## src/rtl/csr_file.sv

```systemverilog
// -----------------------------------------------------------------------------
// csr_file -- machine-mode control and status register file for a small
// RV32 core (single hart, M-mode only).
//
// Reads are purely combinational. Writes, trap entry and mret all take effect
// on the rising clock edge. The 64-bit cycle counter advances on every
// non-reset cycle.
//
// Ports
//   clk         in   1  clock; all state changes on its rising edge
//   rst         in   1  synchronous, active-high reset
//   addr        in  12  CSR address
//   bus         in  32  write data; holds the faulting PC while trap=1
//   csr_out     out 32  value of the addressed CSR (0 if unimplemented)
//   read        in   1  a CSR read access is in progress
//   write       in   1  a CSR write access is in progress
//   write_type  in   2  01 write, 10 set bits, 11 clear bits, 00 no-op
//   trap        in   1  take an exception this cycle
//   trap_cause  in   5  exception code stored into mcause
//   ret         in   1  an mret is executing
//   invalid     out  1  the current access is illegal
// -----------------------------------------------------------------------------
module csr_file (
  input  logic        clk,
  input  logic        rst,
  input  logic [11:0] addr,
  input  logic [31:0] bus,
  output logic [31:0] csr_out,
  input  logic        read,
  input  logic        write,
  input  logic [1:0]  write_type,
  input  logic        trap,
  input  logic [4:0]  trap_cause,
  input  logic        ret,
  output logic        invalid
);

  // CSR addresses
  localparam logic [11:0] CSR_MSTATUS   = 12'h300;
  localparam logic [11:0] CSR_MISA      = 12'h301;
  localparam logic [11:0] CSR_MIE       = 12'h304;
  localparam logic [11:0] CSR_MTVEC     = 12'h305;
  localparam logic [11:0] CSR_MSCRATCH  = 12'h340;
  localparam logic [11:0] CSR_MEPC      = 12'h341;
  localparam logic [11:0] CSR_MCAUSE    = 12'h342;
  localparam logic [11:0] CSR_MTVAL     = 12'h343;
  localparam logic [11:0] CSR_MIP       = 12'h344;
  localparam logic [11:0] CSR_MCYCLE    = 12'hB00;
  localparam logic [11:0] CSR_MCYCLEH   = 12'hB80;
  localparam logic [11:0] CSR_CYCLE     = 12'hC00;
  localparam logic [11:0] CSR_CYCLEH    = 12'hC80;
  localparam logic [11:0] CSR_MVENDORID = 12'hF11;
  localparam logic [11:0] CSR_MARCHID   = 12'hF12;
  localparam logic [11:0] CSR_MIMPID    = 12'hF13;
  localparam logic [11:0] CSR_MHARTID   = 12'hF14;

  // Constant register contents
  localparam logic [31:0] MISA_VALUE  = 32'h4000_0100;  // RV32I
  localparam logic [31:0] MTVEC_VALUE = 32'h0000_0004;  // fixed direct vector
  localparam logic [31:0] MIE_MASK    = 32'h0000_0888;  // MSIE, MTIE, MEIE

  // write_type encodings
  localparam logic [1:0] WT_NOP   = 2'b00;
  localparam logic [1:0] WT_WRITE = 2'b01;
  localparam logic [1:0] WT_SET   = 2'b10;
  localparam logic [1:0] WT_CLEAR = 2'b11;

  // Architectural state
  logic        r_mstatus_mie;
  logic        r_mstatus_mpie;
  logic [31:0] r_mie;
  logic [31:0] r_mscratch;
  logic [31:0] r_mepc;
  logic [31:0] r_mcause;
  logic [31:0] r_mtval;
  logic [63:0] r_mcycle;

  // Combinational helpers
  logic [31:0] w_mstatus;
  logic [31:0] w_rdata;
  logic        w_implemented;
  logic        w_ro_space;
  logic        w_ro_write;
  logic        w_invalid;
  logic [31:0] w_wdata;
  logic        w_wr_en;
  logic [63:0] w_mcycle_inc;
  logic [63:0] w_mcycle_nxt;

  // mstatus view: MPP is hard-wired to M-mode (11), only MIE/MPIE are stored.
  assign w_mstatus = {19'b0, 2'b11, 3'b0, r_mstatus_mpie, 3'b0, r_mstatus_mie, 3'b0};

  // ---------------------------------------------------------------------------
  // Address decode and read mux
  // ---------------------------------------------------------------------------
  // NOTE: every signal assigned in an always_comb gets a default first so that
  // no path leaves it unassigned, which would otherwise infer a latch.
  always_comb begin
    w_rdata       = 32'b0;
    w_implemented = 1'b1;
    case (addr)
      CSR_MSTATUS:   w_rdata = w_mstatus;
      CSR_MISA:      w_rdata = MISA_VALUE;
      CSR_MIE:       w_rdata = r_mie & MIE_MASK;
      CSR_MTVEC:     w_rdata = MTVEC_VALUE;
      CSR_MSCRATCH:  w_rdata = r_mscratch;
      CSR_MEPC:      w_rdata = r_mepc;
      CSR_MCAUSE:    w_rdata = r_mcause;
      CSR_MTVAL:     w_rdata = r_mtval;
      CSR_MIP:       w_rdata = 32'b0;
      CSR_MCYCLE,
      CSR_CYCLE:     w_rdata = r_mcycle[31:0];
      CSR_MCYCLEH,
      CSR_CYCLEH:    w_rdata = r_mcycle[63:32];
      CSR_MVENDORID,
      CSR_MARCHID,
      CSR_MIMPID,
      CSR_MHARTID:   w_rdata = 32'b0;
      default:       w_implemented = 1'b0;
    endcase
  end

  assign csr_out = w_rdata;

  // ---------------------------------------------------------------------------
  // Illegal-access detection
  // ---------------------------------------------------------------------------
  // addr[11:10]==11 is the read-only CSR space. A set/clear with a zero mask
  // is the idiom for a plain read (csrrs x, csr, x0) and is therefore legal.
  assign w_ro_space = (addr[11:10] == 2'b11);
  assign w_ro_write = write && w_ro_space &&
                      ((write_type == WT_WRITE) || (write_type[1] && (bus != 32'b0)));
  assign w_invalid  = ((read || write) && !w_implemented) || w_ro_write;
  assign invalid    = w_invalid;

  // ---------------------------------------------------------------------------
  // Write data and enable
  // ---------------------------------------------------------------------------
  always_comb begin
    w_wdata = w_rdata;
    case (write_type)
      WT_WRITE: w_wdata = bus;
      WT_SET:   w_wdata = w_rdata | bus;
      WT_CLEAR: w_wdata = w_rdata & ~bus;
      default:  w_wdata = w_rdata;
    endcase
  end

  // trap outranks ret, which outranks a software write.
  assign w_wr_en = write && !w_invalid && (write_type != WT_NOP) && !trap && !ret;

  // ---------------------------------------------------------------------------
  // Cycle counter: a software write replaces only the half it addresses; the
  // other half still follows the increment (including any carry).
  // ---------------------------------------------------------------------------
  assign w_mcycle_inc = r_mcycle + 64'd1;

  always_comb begin
    w_mcycle_nxt = w_mcycle_inc;
    if (w_wr_en && (addr == CSR_MCYCLE))
      w_mcycle_nxt[31:0] = w_wdata;
    if (w_wr_en && (addr == CSR_MCYCLEH))
      w_mcycle_nxt[63:32] = w_wdata;
  end

  // ---------------------------------------------------------------------------
  // State update
  // ---------------------------------------------------------------------------
  // NOTE: sequential state uses non-blocking assignments so every register
  // samples the pre-edge values, independent of statement order.
  always_ff @(posedge clk) begin
    if (rst) begin
      r_mstatus_mie  <= 1'b0;
      r_mstatus_mpie <= 1'b0;
      r_mie          <= 32'b0;
      r_mscratch     <= 32'b0;
      r_mepc         <= 32'b0;
      r_mcause       <= 32'b0;
      r_mtval        <= 32'b0;
      r_mcycle       <= 64'b0;
    end else begin
      r_mcycle <= w_mcycle_nxt;

      if (trap) begin
        // Exception entry: save PC and cause, stack the interrupt enable.
        r_mepc         <= {bus[31:2], 2'b00};
        r_mcause       <= {27'b0, trap_cause};
        r_mtval        <= 32'b0;
        r_mstatus_mpie <= r_mstatus_mie;
        r_mstatus_mie  <= 1'b0;
      end else if (ret) begin
        // mret: restore the interrupt enable; the controller fetches mepc
        // through csr_out.
        r_mstatus_mie  <= r_mstatus_mpie;
        r_mstatus_mpie <= 1'b1;
      end else if (w_wr_en) begin
        case (addr)
          CSR_MSTATUS: begin
            r_mstatus_mie  <= w_wdata[3];
            r_mstatus_mpie <= w_wdata[7];
          end
          CSR_MIE:      r_mie      <= w_wdata & MIE_MASK;
          CSR_MSCRATCH: r_mscratch <= w_wdata;
          CSR_MEPC:     r_mepc     <= {w_wdata[31:2], 2'b00};
          CSR_MCAUSE:   r_mcause   <= w_wdata;
          CSR_MTVAL:    r_mtval    <= w_wdata;
          default: ;  // constants, counters (handled above) and read-only CSRs
        endcase
      end
    end
  end

endmodule

```

## config.mk

```make
export PLATFORM = sky130hd
export DESIGN_NAME = csr_file
export DESIGN_NICKNAME = d
export VERILOG_FILES = /design/src/rtl/csr_file.sv
export SDC_FILE = /design/constraint.sdc
export NUM_CORES = 1
export LEC_CHECK = 0
export CORE_AREA = 3 3 224 226
export DETAILED_ROUTE_END_ITERATION = 12
export DIE_AREA = 0 0 227 229
export MAX_ROUTING_LAYER = met4
export PLACE_DENSITY = 0.43
export SLEW_MARGIN = 20
export SYNTH_ARGS = -nofsm -noshare
export SYNTH_HDL_FRONTEND = slang
export SYNTH_SLANG_ARGS = --single-unit
```

## constraint.sdc

```tcl
create_clock -name clk -period 10.45 [get_ports clk]
set_clock_uncertainty 0.15 [all_clocks]
set_input_delay 3.135 -clock clk [delete_from_list [all_inputs] [get_ports clk]]
set_output_delay 3.135 -clock clk [all_outputs]
set_load 0.02 [all_outputs]
```

# After elaboration in Yosys (flattened, before gate mapping)
# Cells that the tools add are included.
[totals]
wordCells = 95
register_bits = 195
out_inout_bits = 33
in_bits = 57
[classes]
addsub = 1
n_eq_ne = 22
mux = 20
n_bitwise = 5
n_reduce_logical = 38
[op_table]
columns = ["op", "n"]
rows = [
  ["one-hot mux 32 bit (10 select lines)", 1],
  ["2-to-1 mux 32 bit", 6],
  ["== test 12 x 10 -> 1 bit, second input constant", 9],
  ["== test 12 bit, second input constant", 8],
  ["one-hot mux 32 bit (3 select lines)", 1],
  ["adder 64 x 1 -> 64 bit, second input constant", 1],
  ["bitwise AND 32 bit", 1],
  ["inverter 32 bit", 1],
  ["bitwise OR 32 bit", 1],
  ["nonzero test 32 bit", 1],
  ["2-to-1 mux 5 bit", 4],
  ["OR reduction 17 bit", 1],
  ["AND reduction 3 bit", 4],
  ["nonzero test 2 bit", 6],
  ["logical AND 1 bit", 10],
  ["2-to-1 mux 1 bit", 8],
  ["AND reduction 4 bit", 2],
  ["== test 2 bit, second input constant", 3],
  ["nonzero test 3 bit", 2],
  ["OR reduction 2 bit", 3],
  ["zero test 1 bit", 4],
  ["AND reduction 2 bit", 2],
  ["logical OR 1 bit", 3],
  ["== test 2 x 1 -> 1 bit, second input constant", 1],
  ["other kinds (2)", 3],
]

# Longest topological paths before layout
[logic_depth]
ltp_word = 14
depth_mapped = 10
depth_no_buf = 7

# Least setup slack after synthesis
# Ideal clock, no wire load.
[synth_timing]
kind = "input to output"
start = "input addr[1]"
end = "output csr_out[12]"
required_ns = 7.165
path_buffers = 2
path_slack_ns = 2.367
stages = 5
arrival_ns = 4.798
cell_sequence = "buf_2 > or4b_1 > a211o_1 > buf_2 > o211ai_1"
[synth_via]
elab_chain_cells = 3
word_cells_on_any_way = 15
classes_between = "12 x eq/ne; 1 x mux; 2 x reduce/logical"
[synth_lines]
columns = ["element", "line_no", "rtl"]
rows = [
  ["start, declared", "26", "input logic [11:0] addr,"],
  ["== test 12 bit", "101", "case (addr)"],
  ["OR reduction 2 bit", "-", ""],
  ["one-hot mux 32 bit (10 select lines) (*)", "101", ""],
  ["end, declared", "28", "output logic [31:0] csr_out,"],
]
# Mark *: on every way between the ends. The rest lies on a longest branch, timed or not.

# Final worst setup path
[layout_timing]
start = "input addr[5]"
end = "output csr_out[11]"
# The elaborated chain is that of the path after synthesis.

==> results by group <==
Clock network
  – Root Driver: clkbuf_16
  – CTS max path bufs: 2
  – Hold-fix buffers at CTS: 0
  – PostCTS Resize Cnt: 0
  – Clk_lat worst skew: roughly 0.45 ns
  – Clock sink count: 195
  – Setup bufs post-CTS: 0
  – CTS buffer count: 17
  – H-tree depth: 4
  – CTS tree: built
  – Clock slew at reported path FFs: 0.07 ns

Setup path
  – CP Max Fanout: 26
  – RR Endpoint: r_mcycle[54]$_SDFF_PP0_
  – Kind of critical path: input pin to output pin
  – Crit. End Element: output pin
  – FF-to-FF Start: r_mcycle[24]$_SDFF_PP0_
  – Req. time, crit path: 7.17 ns
  – Arrival time worst endpoint: 6.14 ns
  – R2R depth: 6
  – Crit start category: input pin
  – R2r setup slk: 7.48 ns

Synth
  – Synth area leaders: dfxtp_1 (35%), nand2_1 (6.7%), o21ai_0 (5.5%)
  – Post-synth ARST share: 0%
  – Syn nets: roughly 1400
  – Post-synthesis compound-gate area fraction: between 20% and 30%
  – Yosys cell types: 83
  – Post-synth top area cell: dfxtp_1
  – EDFF count, synth: 0
  – Largest family of logic cells by synthesized area: compound AO/OA/AOI/OAI gates
  – Most common cell in the synthesized netlist: nand2_1
  – Syn. warnings: 0
  – Post-synthesis simple-gate area fraction: 22.37%
  – Synth cell count leaders: nand2_1 (198), dfxtp_1 (195), o21ai_0 (121), a21oi_1 (66), clkbuf_1 (63)
  – Primary FF master, synth: dfxtp_1
  – Mux contribution to synthesized area: 7.212%
  – Area share of fa/ha/maj cells after synthesis: less than 1%
  – Sequential area share after synthesis: 35.27%
  – Synthesized instance count: 1371
  – Syn_area_per_cell: 8.073 um^2
  – Area share of the largest cell type after synthesis: between 30% and 40%
  – Post-Syn Area: 0.01107 mm^2
  – Synth Area in XOR/XNOR: 5.302%
  – Synthesized flop and latch total: a little under 200

Run
  – Max-Cap Viols: 0

Timing
  – Slew Limit Fails: 0
  – Worst hold margin: 0.3016 ns
  – Setup Viol. Count Final: 0
  – Slew @ Worst Pin: approximately 1.1 ns
  – Worst slew margin: 26.88%
  – Crit share post-route: 90.19%
  – Min cycle time layout: 9.425 ns
  – Total negative slack: 0 ns
  – Highest clock rate: 0.1061 GHz
  – RSZ-0062 raised after global routing: no
  – Final hold vios: 0

Global route
  – Largest net degree at the start of global routing: 45
  – Initial antenna violation count: 2
  – Vias in the first global route: 10500
  – Global-route wire length before repair: 72820 um
  – Overflow after GRT: 0
  – GRT Overall Usage: around a fifth

Power
  – Lkg Pwr: 4.485 nW
  – Power Dens Cells: 122.7 mW/mm^2
  – Worst vdd ir: 0.09828 mV

Placed design
  – DPL Wire Length: ~35000 um
  – IO Port Bufs: 89
  – Inst Count DP: between 2000 and 2500
  – Placer Congestion: 0.9074

Floorplanning
  – Core area: between 0.04 and 0.05 mm^2
  – Die height: 229 um
  – Die area: around 0.052 mm^2
  – Row Count: 81
  – Starting Density: 22.80%
  – Top Ports: 90
  – Die X: 227 um

Drt
  – Antenna Nets Post-Route: 0
  – Routed length per instance: 24.43 um
  – Vias per std cell: 5.451
  – Routed via count: 11130
  – DRC Markers: 0
  – Initial DRT Pass Iterations: 6
  – 1st-iter DRT viols: approximately 1200
  – DRT Wirelength: 49860 um

Cells and area
  – Area of the multi-input gates: 0.006628 mm^2
  – Share of layout cells above drive strength 1: a little under a tenth
  – Area growth, synth to finish: 18.17%
  – Final Non-Filler Cells: 2041
  – Final Net Count: 1465
  – Filler instances: 5278
  – Diodes inserted: 0
  – Sequential Area: 0.003904 mm^2

Min path
  – Hold wc startpoint: r_mtval[6]$_SDFFE_PP0P_
  – Worst hold endpoint: r_mtval[6]$_SDFFE_PP0P_
  – Hold path cells: 2
  – Hold/Removal Path Class: register to register

Status
  – Status: completed
==> worst max-delay path by stage <==
stage	end	from
2_1_floorplan	csr_out[12]	addr[1]
3_3_place_gp	csr_out[27]	addr[6]
3_5_place_dp	csr_out[11]	addr[6]
4_1_cts	csr_out[11]	addr[6]
5_1_grt	csr_out[11]	addr[6]
6_report	csr_out[11]	addr[5]
==> per-layer routing <==
layer / GRT usage (%) / share of wire [%] / vias up / routed length [um]
li1: - / - / 5119 / -
met1: 26.73 / 46 / 5532 / 23120
met2: 28.61 / 44 / 399 / 21800
met3: 3.653 / 6.3 / 76 / 3117
met4: 7.119 / 3.6 / 0 / 1819
met5: - / 0 / - / 0
==> cells by family after synthesis <==
family,Yosys count
flip-flops,195
adder cells (fa/ha/maj),1
buffers and inverters,135
AND/OR/NAND/NOR,485
XOR/XNOR,67
AO/OA/AOI/OAI,418
multiplexers,70
==> power by group <==
group | switching [mW] | internal [mW] | leakage, nW | total [mW]
logic | 0.127 | 0.0620 | 2.63 | 0.189
registers | 0.00595 | 0.752 | 1.58 | 0.758
clock network | 0.316 | 0.342 | 0.276 | 0.658
==> registers in the layout, indices dropped and copies added (netlist names) <==
signal and cells:
r_mcycle 64, r_mcause 32, r_mscratch 32, r_mtval 32, r_mepc 30, r_mie 3, r_mstatus_mie 1, r_mstatus_mpie 1
==> critical path, cell delays in order <==
cell and delay [ns]:
clkdlybuf4s50_1 0.52, or4b_2 0.83, nor3_4 0.16, buf_4 0.38, nand2_1 0.10, o2111ai_1 0.28, clkdlybuf4s50_1 0.72
==> placed cells by master, fill, tap and decap left out, types with 43 or more instances in the layout <==
cell and instances:
a22oi_1 43, o21ai_0 120, nor2_1 53, nand2_1 198, xnor2_1 45, a21oi_1 66, a211oi_1 43, clkdlybuf4s50_1 83
dfxtp_1 195, mux2i_1 46
==> final cells by class <==
class                      count  share of cell area [%]
inverter                      33                  0.9471
sequential                   195                   29.85
multi-input combinational   1041                   50.67
clock buffer                  20                   3.492
clock inverter                11                  0.8036
timing repair buffer         119                   8.285
tap                          622                   5.950
==> per-stage QoR <==
step / cell area, um^2 / util, % / setup WS [ns] / power, mW
2_1_floorplan: 11070 / - / 2.367 / 0.8693
3_3_place_gp: 12510 / 25.77 / 1.133 / 0.9620
3_5_place_dp: 12520 / 25.78 / 1.089 / 0.9622
4_1_cts: 13080 / 26.94 / 1.078 / 1.614
5_1_grt: 13080 / 26.94 / 0.9363 / 1.662
6_report: 13080 / 26.94 / 1.025 / 1.605
Power figures use the tool's default switching activity.
==> variant, RTL diff (config.mk and constraints unchanged) <==
Add an input register stage for `bus`, without a reset; this delays it by one clock. The other inputs are not delayed to match.
--- a/src/rtl/csr_file.sv
+++ b/src/rtl/csr_file.sv
@@ -67,2 +67,8 @@
 
+  logic [31:0] bus_q;
+
+  always_ff @(posedge clk) begin
+    bus_q <= bus;
+  end
+
   // Architectural state
@@ -131,3 +137,3 @@
   assign w_ro_write = write && w_ro_space &&
-                      ((write_type == WT_WRITE) || (write_type[1] && (bus != 32'b0)));
+                      ((write_type == WT_WRITE) || (write_type[1] && (bus_q != 32'b0)));
   assign w_invalid  = ((read || write) && !w_implemented) || w_ro_write;
@@ -141,5 +147,5 @@
     case (write_type)
-      WT_WRITE: w_wdata = bus;
-      WT_SET:   w_wdata = w_rdata | bus;
-      WT_CLEAR: w_wdata = w_rdata & ~bus;
+      WT_WRITE: w_wdata = bus_q;
+      WT_SET:   w_wdata = w_rdata | bus_q;
+      WT_CLEAR: w_wdata = w_rdata & ~bus_q;
       default:  w_wdata = w_rdata;
@@ -185,3 +191,3 @@
         // Exception entry: save PC and cause, stack the interrupt enable.
-        r_mepc         <= {bus[31:2], 2'b00};
+        r_mepc         <= {bus_q[31:2], 2'b00};
         r_mcause       <= {27'b0, trap_cause};
Check against the original RTL: not equivalent (Yosys sat finds a counterexample within 4 cycles, from zero or initial values and one cycle with rst high).
==> variant against the unedited design <==
Global-route usage up 1.0 points; synthesized area up 10%; die area unchanged; power up 27%; sequential cell count up 32; setup slack worse by 0.27 ns; wire length up 6.9%; final area up 12%; largest power group is now the clock network.
==> variant: results <==
export IMPL_first_pass_iters=5
export IMPL_p_leak_nw=4.84
export IMPL_worst_path_largest_cell_delay_ns=0.75
export IMPL_r2r_start="r_mcycle[10]$_SDFF_PP0_"
export IMPL_drtIter0Drc=1052
export IMPL_grtUsageMet1_pct=27.7
export IMPL_synth_commonest_cells="dfxtp_1 (227), nor2_1 (148), nand2_1 (120)"
export IMPL_irDropWorstVdd_mv=0.0954
export IMPL_post_dp_hpwl_um=37500
export IMPL_place_area_um2=13700
export IMPL_cp_top_family="buffers and inverters"
export IMPL_outcome="complete, no violations"
export IMPL_fill_cells=5149
export IMPL_wl_met3_um=3760
export IMPL_crit_slowest_cell="or4b_1"
export IMPL_wl_per_cell_um=24.9
export IMPL_wl_met1_um=23800
export IMPL_finalNonFillerCells=2142
export IMPL_r2r_end="r_mcycle[43]$_SDFF_PP0_"
export IMPL_fmax_mhz=103
export IMPL_yosysSeqAreaShare_pct=37.3
export IMPL_dr_wl_met2_um=23500
export IMPL_drive_gt1_share_pct=11.7
export IMPL_grt_pass1_wl_um=78700
export IMPL_synth_adder_area_share_pct=0.103
export IMPL_grt_max_degree=63
export IMPL_syn_inst=1463
export IMPL_cp_endpoint="csr_out[3]"
export IMPL_synthXorXnorAreaFrac_pct=3.95
export IMPL_ys_types=81
export IMPL_slew_headroom_pct=20.4
export IMPL_synthMuxAreaShare_pct=3.51
export IMPL_nNetsFinal=1560
export IMPL_grt_pass1_vias=11473
export IMPL_clk_latency_ns=0.56
export IMPL_pre_cts_slack_ns=0.781
export IMPL_met3_usage_pct=4.22
export IMPL_rrSetupSlack_ns=7.18
export IMPL_crit_arrival_ns=6.41
export IMPL_grt_util_all_layers_pct=20.5
export IMPL_clock_path_buffers=3
export IMPL_synth_compound_area_share_pct=29.3
export IMPL_cts_made_buffers=27
## variant: cell count changes in the layout (fill, tap and decap cells not counted), moves of 17 or more
cell	unedited run	this run
a22o_1	3	20
mux2i_1	46	27
o221ai_1	0	25
buf_4	29	49
a211oi_1	43	70
nand4_1	29	53
nor2_1	53	145
xnor2_1	45	25
nand2_1	198	120
dfxtp_1	195	227
o21ai_1	30	2
a21oi_1	66	92
o21ai_0	120	77
## variant: power breakdown
| part | switching (mW) | leakage, nW | internal, mW |
|---|---|---|---|
| sequential | 0.0217 | 1.85 | 0.882 |
| combinational | 0.115 | 2.55 | 0.0607 |
| clock | 0.390 | 0.435 | 0.573 |
| total | 0.527 | 4.84 | 1.52 |
## variant: cell type report
type / instances / area [um^2] / share of cell area (%)
multi-input combinational: 1082 / 7090 / 48.4
sequential: 227 / 4540 / 31.0
timing repair buffer: 141 / 1260 / 8.63
clock buffer: 39 / 801 / 5.47
tap: 622 / 778 / 5.32
inverter: 23 / 86.3 / 0.590
clock inverter: 5 / 75.1 / 0.513
antenna: 3 / 7.51 / 0.0513
## variant: worst min-delay path by stage
stage,slack (ns),from,depth (start not counted),to
6_report,0.34,r_mcause[5]$_SDFFE_PP0P_,2,r_mcause[5]$_SDFFE_PP0P_
5_1_grt,0.36,r_mscratch[2]$_SDFFE_PP0P_,2,r_mscratch[2]$_SDFFE_PP0P_
4_1_cts,0.33,r_mcause[5]$_SDFFE_PP0P_,2,r_mcause[5]$_SDFFE_PP0P_
3_5_place_dp,0.32,r_mcause[5]$_SDFFE_PP0P_,2,r_mcause[5]$_SDFFE_PP0P_
3_3_place_gp,0.31,r_mcause[5]$_SDFFE_PP0P_,2,r_mcause[5]$_SDFFE_PP0P_
2_1_floorplan,0.30,r_mcause[5]$_SDFFE_PP0P_,2,r_mcause[5]$_SDFFE_PP0P_
